## src/rtl/mm_stim_bank_if.sv

```systemverilog
// mm_stim_bank_if: CPU data-memory port plus bench stimulus/capture port
// for mm_stim_bank. The slave modport is the bank side. The master modport
// is the CPU/bench side.
interface mm_stim_bank_if #(
    parameter int DATA_W = 16,
    parameter int ADDR_W = 16,
    parameter int NUM_CH = 4
);
    localparam int CH_W = (NUM_CH > 1) ? $clog2(NUM_CH) : 1;

    // CPU side
    logic [ADDR_W-1:0] addr;
    logic              mm_re;
    logic              mm_we;
    logic [DATA_W-1:0] wdata;
    logic [DATA_W-1:0] rdata;

    // bench side
    logic              stim_push;
    logic [CH_W-1:0]   stim_ch;
    logic [DATA_W-1:0] stim_data;
    logic              cap_pop;
    logic [DATA_W-1:0] cap_data;
    logic              cap_valid;
    logic              irq;

    modport slave (
        input  addr, mm_re, mm_we, wdata, stim_push, stim_ch, stim_data, cap_pop,
        output rdata, cap_data, cap_valid, irq
    );

    modport master (
        output addr, mm_re, mm_we, wdata, stim_push, stim_ch, stim_data, cap_pop,
        input  rdata, cap_data, cap_valid, irq
    );
endinterface

```

## src/rtl/mm_stim_bank.sv

```systemverilog
// mm_stim_bank: memory-mapped stimulus/capture bank with NUM_CH channels.
// Each channel has a stimulus FIFO that the bench fills and CPU DATA reads
// drain. It also has a capture FIFO that CPU DATA writes fill and the bench
// drains. A per-channel read mode (FIFO / INCR / CONST) selects the source
// of DATA reads.
// Optional feature: define MMSTIM_IRQ_EN to build the registered error
// interrupt. Without it, irq is tied low.

// One channel: two FIFOs, counter, const register, mode and sticky flags.
module mm_stim_ch #(
    parameter int              DATA_W       = 16,
    parameter int              DEPTH        = 8,
    parameter logic [DATA_W-1:0] DEFAULT_DATA = 16'hAAAA
) (
    input  logic              clk,
    input  logic              rst,
    input  logic              data_rd_i,
    input  logic              data_wr_i,
    input  logic              ctrl_wr_i,
    input  logic              seed_wr_i,
    input  logic [DATA_W-1:0] wdata_i,
    input  logic              stim_push_i,
    input  logic [DATA_W-1:0] stim_data_i,
    input  logic              cap_pop_i,
    output logic [DATA_W-1:0] rd_val_o,
    output logic [DATA_W-1:0] cnt_o,
    output logic [DATA_W-1:0] cap_head_o,
    output logic [1:0]        mode_o,
    output logic [5:0]        status_o
);
    localparam int AW = $clog2(DEPTH);

    typedef enum logic [1:0] {M_FIFO = 2'd0, M_INCR = 2'd1, M_CONST = 2'd2, M_FIFO3 = 2'd3} mode_e;

    logic [DATA_W-1:0] stim_mem [DEPTH];
    logic [DATA_W-1:0] cap_mem  [DEPTH];
    logic [AW:0]       stim_wp_q, stim_wp_d, stim_rp_q, stim_rp_d;
    logic [AW:0]       cap_wp_q,  cap_wp_d,  cap_rp_q,  cap_rp_d;
    logic [DATA_W-1:0] cnt_q, cnt_d, const_q, const_d;
    mode_e             mode_q, mode_d;
    logic              udf_q, udf_d, ovf_q, ovf_d;

    logic stim_empty, stim_full, cap_empty, cap_full, is_fifo;
    logic stim_pop, stim_wr, cap_pop, cap_wr;

    assign stim_empty = (stim_wp_q == stim_rp_q);
    assign stim_full  = (stim_wp_q[AW] != stim_rp_q[AW]) && (stim_wp_q[AW-1:0] == stim_rp_q[AW-1:0]);
    assign cap_empty  = (cap_wp_q == cap_rp_q);
    assign cap_full   = (cap_wp_q[AW] != cap_rp_q[AW]) && (cap_wp_q[AW-1:0] == cap_rp_q[AW-1:0]);
    assign is_fifo    = (mode_q == M_FIFO) || (mode_q == M_FIFO3);

    // A pop on a full FIFO frees a slot in the same edge, so the push is taken.
    assign stim_pop = data_rd_i && is_fifo && !stim_empty;
    assign stim_wr  = stim_push_i && (!stim_full || stim_pop);
    assign cap_pop  = cap_pop_i && !cap_empty;
    assign cap_wr   = data_wr_i && (!cap_full || cap_pop);

    assign cnt_o      = cnt_q;
    assign cap_head_o = cap_mem[cap_rp_q[AW-1:0]];
    assign mode_o     = mode_q;
    assign status_o   = {udf_q, ovf_q, cap_full, cap_empty, stim_full, stim_empty};

    // DATA read value from the pre-edge state
    always_comb begin
        rd_val_o = DEFAULT_DATA;
        case (mode_q)
            M_INCR:  rd_val_o = cnt_q;
            M_CONST: rd_val_o = const_q;
            default: rd_val_o = stim_empty ? DEFAULT_DATA : stim_mem[stim_rp_q[AW-1:0]];
        endcase
    end

    // next state for pointers, counter, const, mode and sticky flags
    always_comb begin
        stim_wp_d = stim_wp_q + (AW+1)'(stim_wr);
        stim_rp_d = stim_rp_q + (AW+1)'(stim_pop);
        cap_wp_d  = cap_wp_q + (AW+1)'(cap_wr);
        cap_rp_d  = cap_rp_q + (AW+1)'(cap_pop);
        cnt_d     = cnt_q;
        const_d   = const_q;
        mode_d    = mode_q;
        udf_d     = udf_q;
        ovf_d     = ovf_q;
        if (seed_wr_i) begin
            cnt_d   = wdata_i;
            const_d = wdata_i;
        end else if (data_rd_i && mode_q == M_INCR) begin
            cnt_d = cnt_q + 1'b1;
        end
        if (ctrl_wr_i) begin
            mode_d = mode_e'(wdata_i[1:0]);
            if (wdata_i[15]) begin
                udf_d = 1'b0;
                ovf_d = 1'b0;
            end
        end
        if (data_rd_i && is_fifo && stim_empty) udf_d = 1'b1;
        if (data_wr_i && !cap_wr)               ovf_d = 1'b1;
    end

    // channel state registers
    always_ff @(posedge clk or posedge rst) begin
        if (rst) begin
            stim_wp_q <= '0;
            stim_rp_q <= '0;
            cap_wp_q  <= '0;
            cap_rp_q  <= '0;
            cnt_q     <= '0;
            const_q   <= DEFAULT_DATA;
            mode_q    <= M_FIFO;
            udf_q     <= 1'b0;
            ovf_q     <= 1'b0;
        end else begin
            stim_wp_q <= stim_wp_d;
            stim_rp_q <= stim_rp_d;
            cap_wp_q  <= cap_wp_d;
            cap_rp_q  <= cap_rp_d;
            cnt_q     <= cnt_d;
            const_q   <= const_d;
            mode_q    <= mode_d;
            udf_q     <= udf_d;
            ovf_q     <= ovf_d;
        end
    end

    // FIFO storage, no reset: contents are meaningless while empty
    always_ff @(posedge clk) begin
        if (stim_wr) stim_mem[stim_wp_q[AW-1:0]] <= stim_data_i;
        if (cap_wr)  cap_mem[cap_wp_q[AW-1:0]]   <= wdata_i;
    end
endmodule

module mm_stim_bank #(
    parameter int                DATA_W       = 16,
    parameter int                ADDR_W       = 16,
    parameter int                NUM_CH       = 4,
    parameter int                DEPTH        = 8,
    parameter logic [ADDR_W-1:0] BASE_ADDR    = 16'hC000,
    parameter logic [DATA_W-1:0] DEFAULT_DATA = 16'hAAAA
) (
    input logic           clk,
    input logic           rst,
    mm_stim_bank_if.slave bus
);
    localparam int CH_W = (NUM_CH > 1) ? $clog2(NUM_CH) : 1;
    localparam logic [ADDR_W:0] WIN_LO = {1'b0, BASE_ADDR};
    localparam logic [ADDR_W:0] WIN_HI = WIN_LO + (ADDR_W+1)'(4 * NUM_CH);

    logic            hit;
    logic [CH_W-1:0] sel_ch;
    logic [1:0]      sel_reg;

    logic [NUM_CH-1:0][DATA_W-1:0] rd_val, cnt, cap_head;
    logic [NUM_CH-1:0][1:0]        mode;
    logic [NUM_CH-1:0][5:0]        status;
    logic [NUM_CH-1:0]             cap_take;

    logic [DATA_W-1:0] rdata_q, rdata_d, cap_data_q, cap_data_d;
    logic              cap_valid_q, cap_valid_d;

    assign hit     = ({1'b0, bus.addr} >= WIN_LO) && ({1'b0, bus.addr} < WIN_HI);
    assign sel_ch  = (NUM_CH > 1) ? bus.addr[2 +: CH_W] : '0;
    assign sel_reg = bus.addr[1:0];

    for (genvar i = 0; i < NUM_CH; i++) begin : g_ch
        logic cpu_sel, my_sel;
        assign cpu_sel     = hit && (sel_ch == CH_W'(i));
        assign my_sel   = (bus.stim_ch == CH_W'(i));
        assign cap_take[i] = bus.cap_pop && my_sel && !status[i][2];

        mm_stim_ch #(
            .DATA_W       (DATA_W),
            .DEPTH        (DEPTH),
            .DEFAULT_DATA (DEFAULT_DATA)
        ) u_ch (
            .clk         (clk),
            .rst         (rst),
            .data_rd_i   (cpu_sel && bus.mm_re && sel_reg == 2'd0),
            .data_wr_i   (cpu_sel && bus.mm_we && sel_reg == 2'd0),
            .ctrl_wr_i   (cpu_sel && bus.mm_we && sel_reg == 2'd2),
            .seed_wr_i   (cpu_sel && bus.mm_we && sel_reg == 2'd3),
            .wdata_i     (bus.wdata),
            .stim_push_i (bus.stim_push && my_sel),
            .stim_data_i (bus.stim_data),
            .cap_pop_i   (bus.cap_pop && my_sel),
            .rd_val_o    (rd_val[i]),
            .cnt_o       (cnt[i]),
            .cap_head_o  (cap_head[i]),
            .mode_o      (mode[i]),
            .status_o    (status[i])
        );
    end

    // CPU read mux; rdata only moves on a read strobe
    always_comb begin
        rdata_d = rdata_q;
        if (bus.mm_re) begin
            rdata_d = '0;
            if (hit) begin
                case (sel_reg)
                    2'd0:    rdata_d = rd_val[sel_ch];
                    2'd1:    rdata_d = DATA_W'(status[sel_ch]);
                    2'd2:    rdata_d = DATA_W'(mode[sel_ch]);
                    default: rdata_d = cnt[sel_ch];
                endcase
            end
        end
    end

    // bench capture pop; cap_data holds between valid pulses
    always_comb begin
        cap_valid_d = |cap_take;
        cap_data_d  = cap_data_q;
        for (int i = 0; i < NUM_CH; i++) begin
            if (cap_take[i]) cap_data_d = cap_head[i];
        end
    end

    // output registers
    always_ff @(posedge clk or posedge rst) begin
        if (rst) begin
            rdata_q     <= '0;
            cap_data_q  <= '0;
            cap_valid_q <= 1'b0;
        end else begin
            rdata_q     <= rdata_d;
            cap_data_q  <= cap_data_d;
            cap_valid_q <= cap_valid_d;
        end
    end

    assign bus.rdata     = rdata_q;
    assign bus.cap_data  = cap_data_q;
    assign bus.cap_valid = cap_valid_q;

`ifdef MMSTIM_IRQ_EN
    logic irq_q, irq_d;

    // OR of all sticky error flags, one cycle behind them
    always_comb begin
        irq_d = 1'b0;
        for (int i = 0; i < NUM_CH; i++) irq_d = irq_d | status[i][5] | status[i][4];
    end

    // interrupt register
    always_ff @(posedge clk or posedge rst) begin
        if (rst) irq_q <= 1'b0;
        else     irq_q <= irq_d;
    end

    assign bus.irq = irq_q;
`else
    assign bus.irq = 1'b0;
`endif
endmodule

```

## src/flat_wrapper.sv

```systemverilog
// flat-port wrapper written by rule: the top's interface ports become plain ports
module mm_stim_bank_flat 
#(
    parameter int                DATA_W       = 16,
    parameter int                ADDR_W       = 16,
    parameter int                NUM_CH       = 4,
    parameter int                DEPTH        = 8,
    parameter logic [ADDR_W-1:0] BASE_ADDR    = 16'hC000,
    parameter logic [DATA_W-1:0] DEFAULT_DATA = 16'hAAAA
)
  (clk, rst, bus_addr, bus_mm_re, bus_mm_we, bus_wdata, bus_stim_push, bus_stim_ch, bus_stim_data, bus_cap_pop, bus_rdata, bus_cap_data, bus_cap_valid, bus_irq);
  mm_stim_bank_if #(.DATA_W(DATA_W), .ADDR_W(ADDR_W), .NUM_CH(NUM_CH)) bus_i ();
  input logic clk;
  input logic rst;
  input wire logic [$bits(bus_i.addr)-1:0] bus_addr;
  input wire logic [$bits(bus_i.mm_re)-1:0] bus_mm_re;
  input wire logic [$bits(bus_i.mm_we)-1:0] bus_mm_we;
  input wire logic [$bits(bus_i.wdata)-1:0] bus_wdata;
  input wire logic [$bits(bus_i.stim_push)-1:0] bus_stim_push;
  input wire logic [$bits(bus_i.stim_ch)-1:0] bus_stim_ch;
  input wire logic [$bits(bus_i.stim_data)-1:0] bus_stim_data;
  input wire logic [$bits(bus_i.cap_pop)-1:0] bus_cap_pop;
  output wire logic [$bits(bus_i.rdata)-1:0] bus_rdata;
  output wire logic [$bits(bus_i.cap_data)-1:0] bus_cap_data;
  output wire logic [$bits(bus_i.cap_valid)-1:0] bus_cap_valid;
  output wire logic [$bits(bus_i.irq)-1:0] bus_irq;
  assign bus_i.addr = bus_addr;
  assign bus_i.mm_re = bus_mm_re;
  assign bus_i.mm_we = bus_mm_we;
  assign bus_i.wdata = bus_wdata;
  assign bus_i.stim_push = bus_stim_push;
  assign bus_i.stim_ch = bus_stim_ch;
  assign bus_i.stim_data = bus_stim_data;
  assign bus_i.cap_pop = bus_cap_pop;
  assign bus_rdata = bus_i.rdata;
  assign bus_cap_data = bus_i.cap_data;
  assign bus_cap_valid = bus_i.cap_valid;
  assign bus_irq = bus_i.irq;
  mm_stim_bank #(.DATA_W(DATA_W), .ADDR_W(ADDR_W), .NUM_CH(NUM_CH), .DEPTH(DEPTH), .BASE_ADDR(BASE_ADDR), .DEFAULT_DATA(DEFAULT_DATA)) u_core (.clk(clk), .rst(rst), .bus(bus_i));
endmodule
```

## config.mk

```make
export PLATFORM = sky130hd
export DESIGN_NAME = mm_stim_bank_flat
export DESIGN_NICKNAME = d
export VERILOG_FILES = /design/src/rtl/mm_stim_bank_if.sv /design/src/rtl/mm_stim_bank.sv /design/src/flat_wrapper.sv
export SDC_FILE = /design/constraint.sdc
export NUM_CORES = 2
export LEC_CHECK = 0
export CAP_MARGIN = 30
export CORE_ASPECT_RATIO = 0.7
export CORE_MARGIN = 10
export CORE_UTILIZATION = 65
export CTS_CLUSTER_SIZE = 28
export DETAILED_ROUTE_END_ITERATION = 12
export HOLD_SLACK_MARGIN = 0.06
export PLACE_DENSITY = 0.78
export SLEW_MARGIN = 20
export SYNTH_ARGS = -nofsm -noshare
export SYNTH_HDL_FRONTEND = slang
export SYNTH_SLANG_ARGS = --single-unit
```

## constraint.sdc

```tcl
create_clock -name clk -period 22.4 [get_ports clk]
set_input_delay 4.48 -clock clk [delete_from_list [all_inputs] [get_ports clk]]
set_output_delay 4.48 -clock clk [all_outputs]
set_load 0.005 [all_outputs]
```

==> results.md <==
* XOR/XNOR share of the synthesized area at 0.0149
* Synth unique cells at 85
* Predominant post-synthesis flop cell: edfxtp_1
* Synthesized area at 52200 µm²
* Post-Syn Area per Cell at 17.4 µm²
* CTS sink count at 1265
* Most frequent cells in the layout: edfxtp_1 (1024), nand2_1 (290), mux4_2 (277)
* Tmin final at 7.68 ns
* DRT Pass-1 Iters at 6
* Total negative slack at 0 ns
* Synth Register Bits at roughly 1300
* Layout Nets at approximately 3300
* First-pass GRT wire length at 206000 µm
* Starting Density at 0.660
* Setup violators final at 0
* Layout cells sized above 1 at 0.205
* P&R area growth vs syn at 11.9%
* Seq/Total Area, Yosys at 0.706
* Flop pwr share at 0.490
* Largest net degree at the start of global routing at about 110
* Int Power at 4060 µW
* Max-cap violations at 0
* Gr ovfl total at 0
* Setup Fix Bufs, Post-CTS at 0
* Least-Margin Pin Slew at 1.02 ns
* Combinational power share at 0.166
* Leakage at 0.0200 µW
* Worst path cell trace: clkdlybuf4s50_1, nor3b_2, and4_1, buf_4, nand3_1, a311oi_2, nand2_1, nor2_1, buf_4
* Worst-skew pair later-pin latency at 0.70 ns
* Crit path max-delay family: simple AND/OR/NAND/NOR gates
* Cells after synthesis at 3004
* Worst setup EP type: flop
* Sw frac at 0.264
* Most frequent CP cell: buf_4
* PD cells at 94.5 nW/µm²
* Placed instance area at approximately 55000 µm²
* Normalized max-slew margin at 0.312
* Top area cells in the synthesized netlist: edfxtp_1 (59%), mux4_2 (12%), dfrtp_1 (10%)
* Final ANT Viol Nets at 0
* DRC viols at 0
* Gpl congestion at 0.992
* Fin Hold WS at 0.454 ns
* Clk buf depth at 3
* CP arrival at 8.07 ns
* Slew Viols, Final at 0
* Worst VDD drop at 0.0780 mV
* Simple-Gate Fraction of Synth Area at 0.0619
* FP Rows at 86
* H-tree Lvls at 3
* Port bufs at 88
* # hold bufs at CTS at 0
* CTS clock-pin slew for the worst setup and hold paths at approximately 0.070 ns
* Path category of the worst min-delay check: flop to flop
* Chip Width at 359 µm
* Final hold violation count at 0
* Synth area leader: edfxtp_1
* CP peak stage delay at 0.84 ns
* Multiplexer share of the synthesized area at 0.144
* P_sw at between 1000 and 1500 µW
* YS warnings at 0
* DIE HEIGHT at ~260 µm
* Core area at a little under 80000 µm²
* Largest family of logic cells by synthesized area: multiplexers
* Diode count at 0
* TritonCTS clock tree: yes
* CP Buf/Inv Count at 3
* Initial DRC count at 4496
* Initial antenna violation count at 7
* Clock network power share at 0.343
* WL final at 141000 µm
* Fin crit share at 0.343
* Worst setup SP type: input pin
* Status: finished clean
* Synth Area in Compound Gates at 0.0470
* Post-Synth Adder-Cell Area at 0.0106
* Clock root buffer: clkbuf_16
* EDFF count, synth at approximately 1000
* Ys async rst share at 0.191
* CP Max Fanout at 23
* Skew final at 0.0327 ns
* Total GRT Usage at 0.308
* Most common cell after layout, fill and taps aside: edfxtp_1
* Drt wl/cell at 32.7 µm
* DP HPWL at 90300 µm
* Via count at 30100
* Setup Crit Path Kind: input pin to flop
* Die footprint at between 90000 and 100000 µm²
* Slowest stage cell, crit path: clkdlybuf4s50_1
* I/O pin total at 90
* Highest clock rate at 0.130 GHz
* Post-CTS Resized at 0
* Vias/cell at 6.98
* Final instance area at 58400 µm²
* Num CTS Buffers at approximately 110
* Vias in the first global route at 29500
* Syn_nets at between 3000 and 4000
* Unrepaired setup endpoints after global routing: no
* Worst EP required at 22.79 ns
* Synth top area share at 0.589
[worst paths after layout]
| check | slack, ns | endpoint | start | cells after the start |
|---|---|---|---|---|
| worst max-delay path | 14.72 | u_core.g_ch[2].u_ch.stim_mem[7][7] | bus_addr[1] | 9 |
| worst min-delay path | 0.45 | u_core.g_ch[2].u_ch.const_q[15] | u_core.g_ch[2].u_ch.const_q[15] | 2 |
| worst max register to register | 18.89 | u_core.bus.cap_data[15] | u_core.g_ch[1].u_ch.cap_rp_q[1] | 5 |
| worst min register to register | 0.45 | u_core.g_ch[2].u_ch.const_q[15] | u_core.g_ch[2].u_ch.const_q[15] | 2 |
| max in group asynchronous | 16.43 | u_core.g_ch[2].u_ch.const_q[13] | rst | 5 |
| min in group asynchronous | 4.31 | u_core.g_ch[3].u_ch.stim_rp_q[2] | rst | 2 |
[state kept, by name, summed over array words and instances (netlist names), 8 cells and up]
register and count:
u_core.g_ch.u_ch.stim_mem 512, u_core.g_ch.u_ch.stim_rp_q 16, u_core.bus.cap_data 16, u_core.g_ch.u_ch.cnt_o 64
u_core.g_ch.u_ch.const_q 64, u_core.g_ch.u_ch.cap_wp_q 16, u_core.g_ch.u_ch.cap_rp_q 16, u_core.bus.rdata 16
u_core.g_ch.u_ch.mode_o 8, u_core.g_ch.u_ch.stim_wp_q 16, u_core.g_ch.u_ch.cap_mem 512
[synth_stat cells, types with 25 or more instances]
| library cell | number |
|---|---|
| mux4_2 | 277 |
| nor3_1 | 25 |
| clkbuf_1 | 97 |
| nand2_1 | 290 |
| nand2b_1 | 31 |
| a21oi_1 | 40 |
| nand3_1 | 77 |
| o21ai_0 | 73 |
| a22oi_1 | 48 |
| xor2_1 | 43 |
| mux2i_1 | 122 |
| xnor2_1 | 46 |
| buf_2 | 54 |
| inv_1 | 26 |
| o221ai_1 | 48 |
| nor2_1 | 116 |
| ha_1 | 44 |
| dfrtp_1 | 209 |
| edfxtp_1 | 1024 |
| dfstp_2 | 32 |
[metrics by stage]
stage                     instances  utilization  setup WS, ns  power, µW
final                          4318        0.738         14.72       5520
after global routing           4318        0.738         14.68       5680
after CTS                      4316        0.738         14.84       5520
after detailed placement       4108        0.692         14.12       3650
after global placement         4106        0.692         14.14       3620
after floorplan                3004            -         11.36       3290
[kinds of logic after synthesis]
| kind of cell | Yosys count |
|---|---|
| AO/OA/AOI/OAI | 342 |
| adder cells (fa/ha/maj) | 44 |
| XOR/XNOR | 89 |
| AND/OR/NAND/NOR | 660 |
| multiplexers | 402 |
| flip-flops | 1265 |
| other | 1 |
| buffers and inverters | 201 |
[worst min-delay path: stages, from the launching register on]
cell and delay, ns:
dfstp_2 0.37, nand2_1 0.04, nand2_1 0.04
[layout make-up]
cell class                 instances  area [µm²]
tap                             1056        1320
clock inverter                    72         622
multi-input combinational       1538       14600
sequential                      1265       36800
timing repair buffer             225        1950
clock buffer                     136        2970
fill                            4583       20700
inverter                          26         105
[layer usage]
layer  vias up  share of wire  global-route usage
met4         8          0.020              0.0618
met3       209           0.14               0.104
met2      1891           0.43               0.428
met5         -        0.00033                   0
li1      12300              -                   -
met1     15700           0.41               0.475
[power groups by stage]
stage,logic [µW],registers (µW),clock network [µW]
6_report,918,2710,1890
5_1_grt,969,2710,2000
4_1_cts,908,2700,1910
3_5_place_dp,898,2750,0
3_3_place_gp,855,2760,0
2_1_floorplan,586,2710,0
No activity file was read; power rests on OpenSTA's default activity.
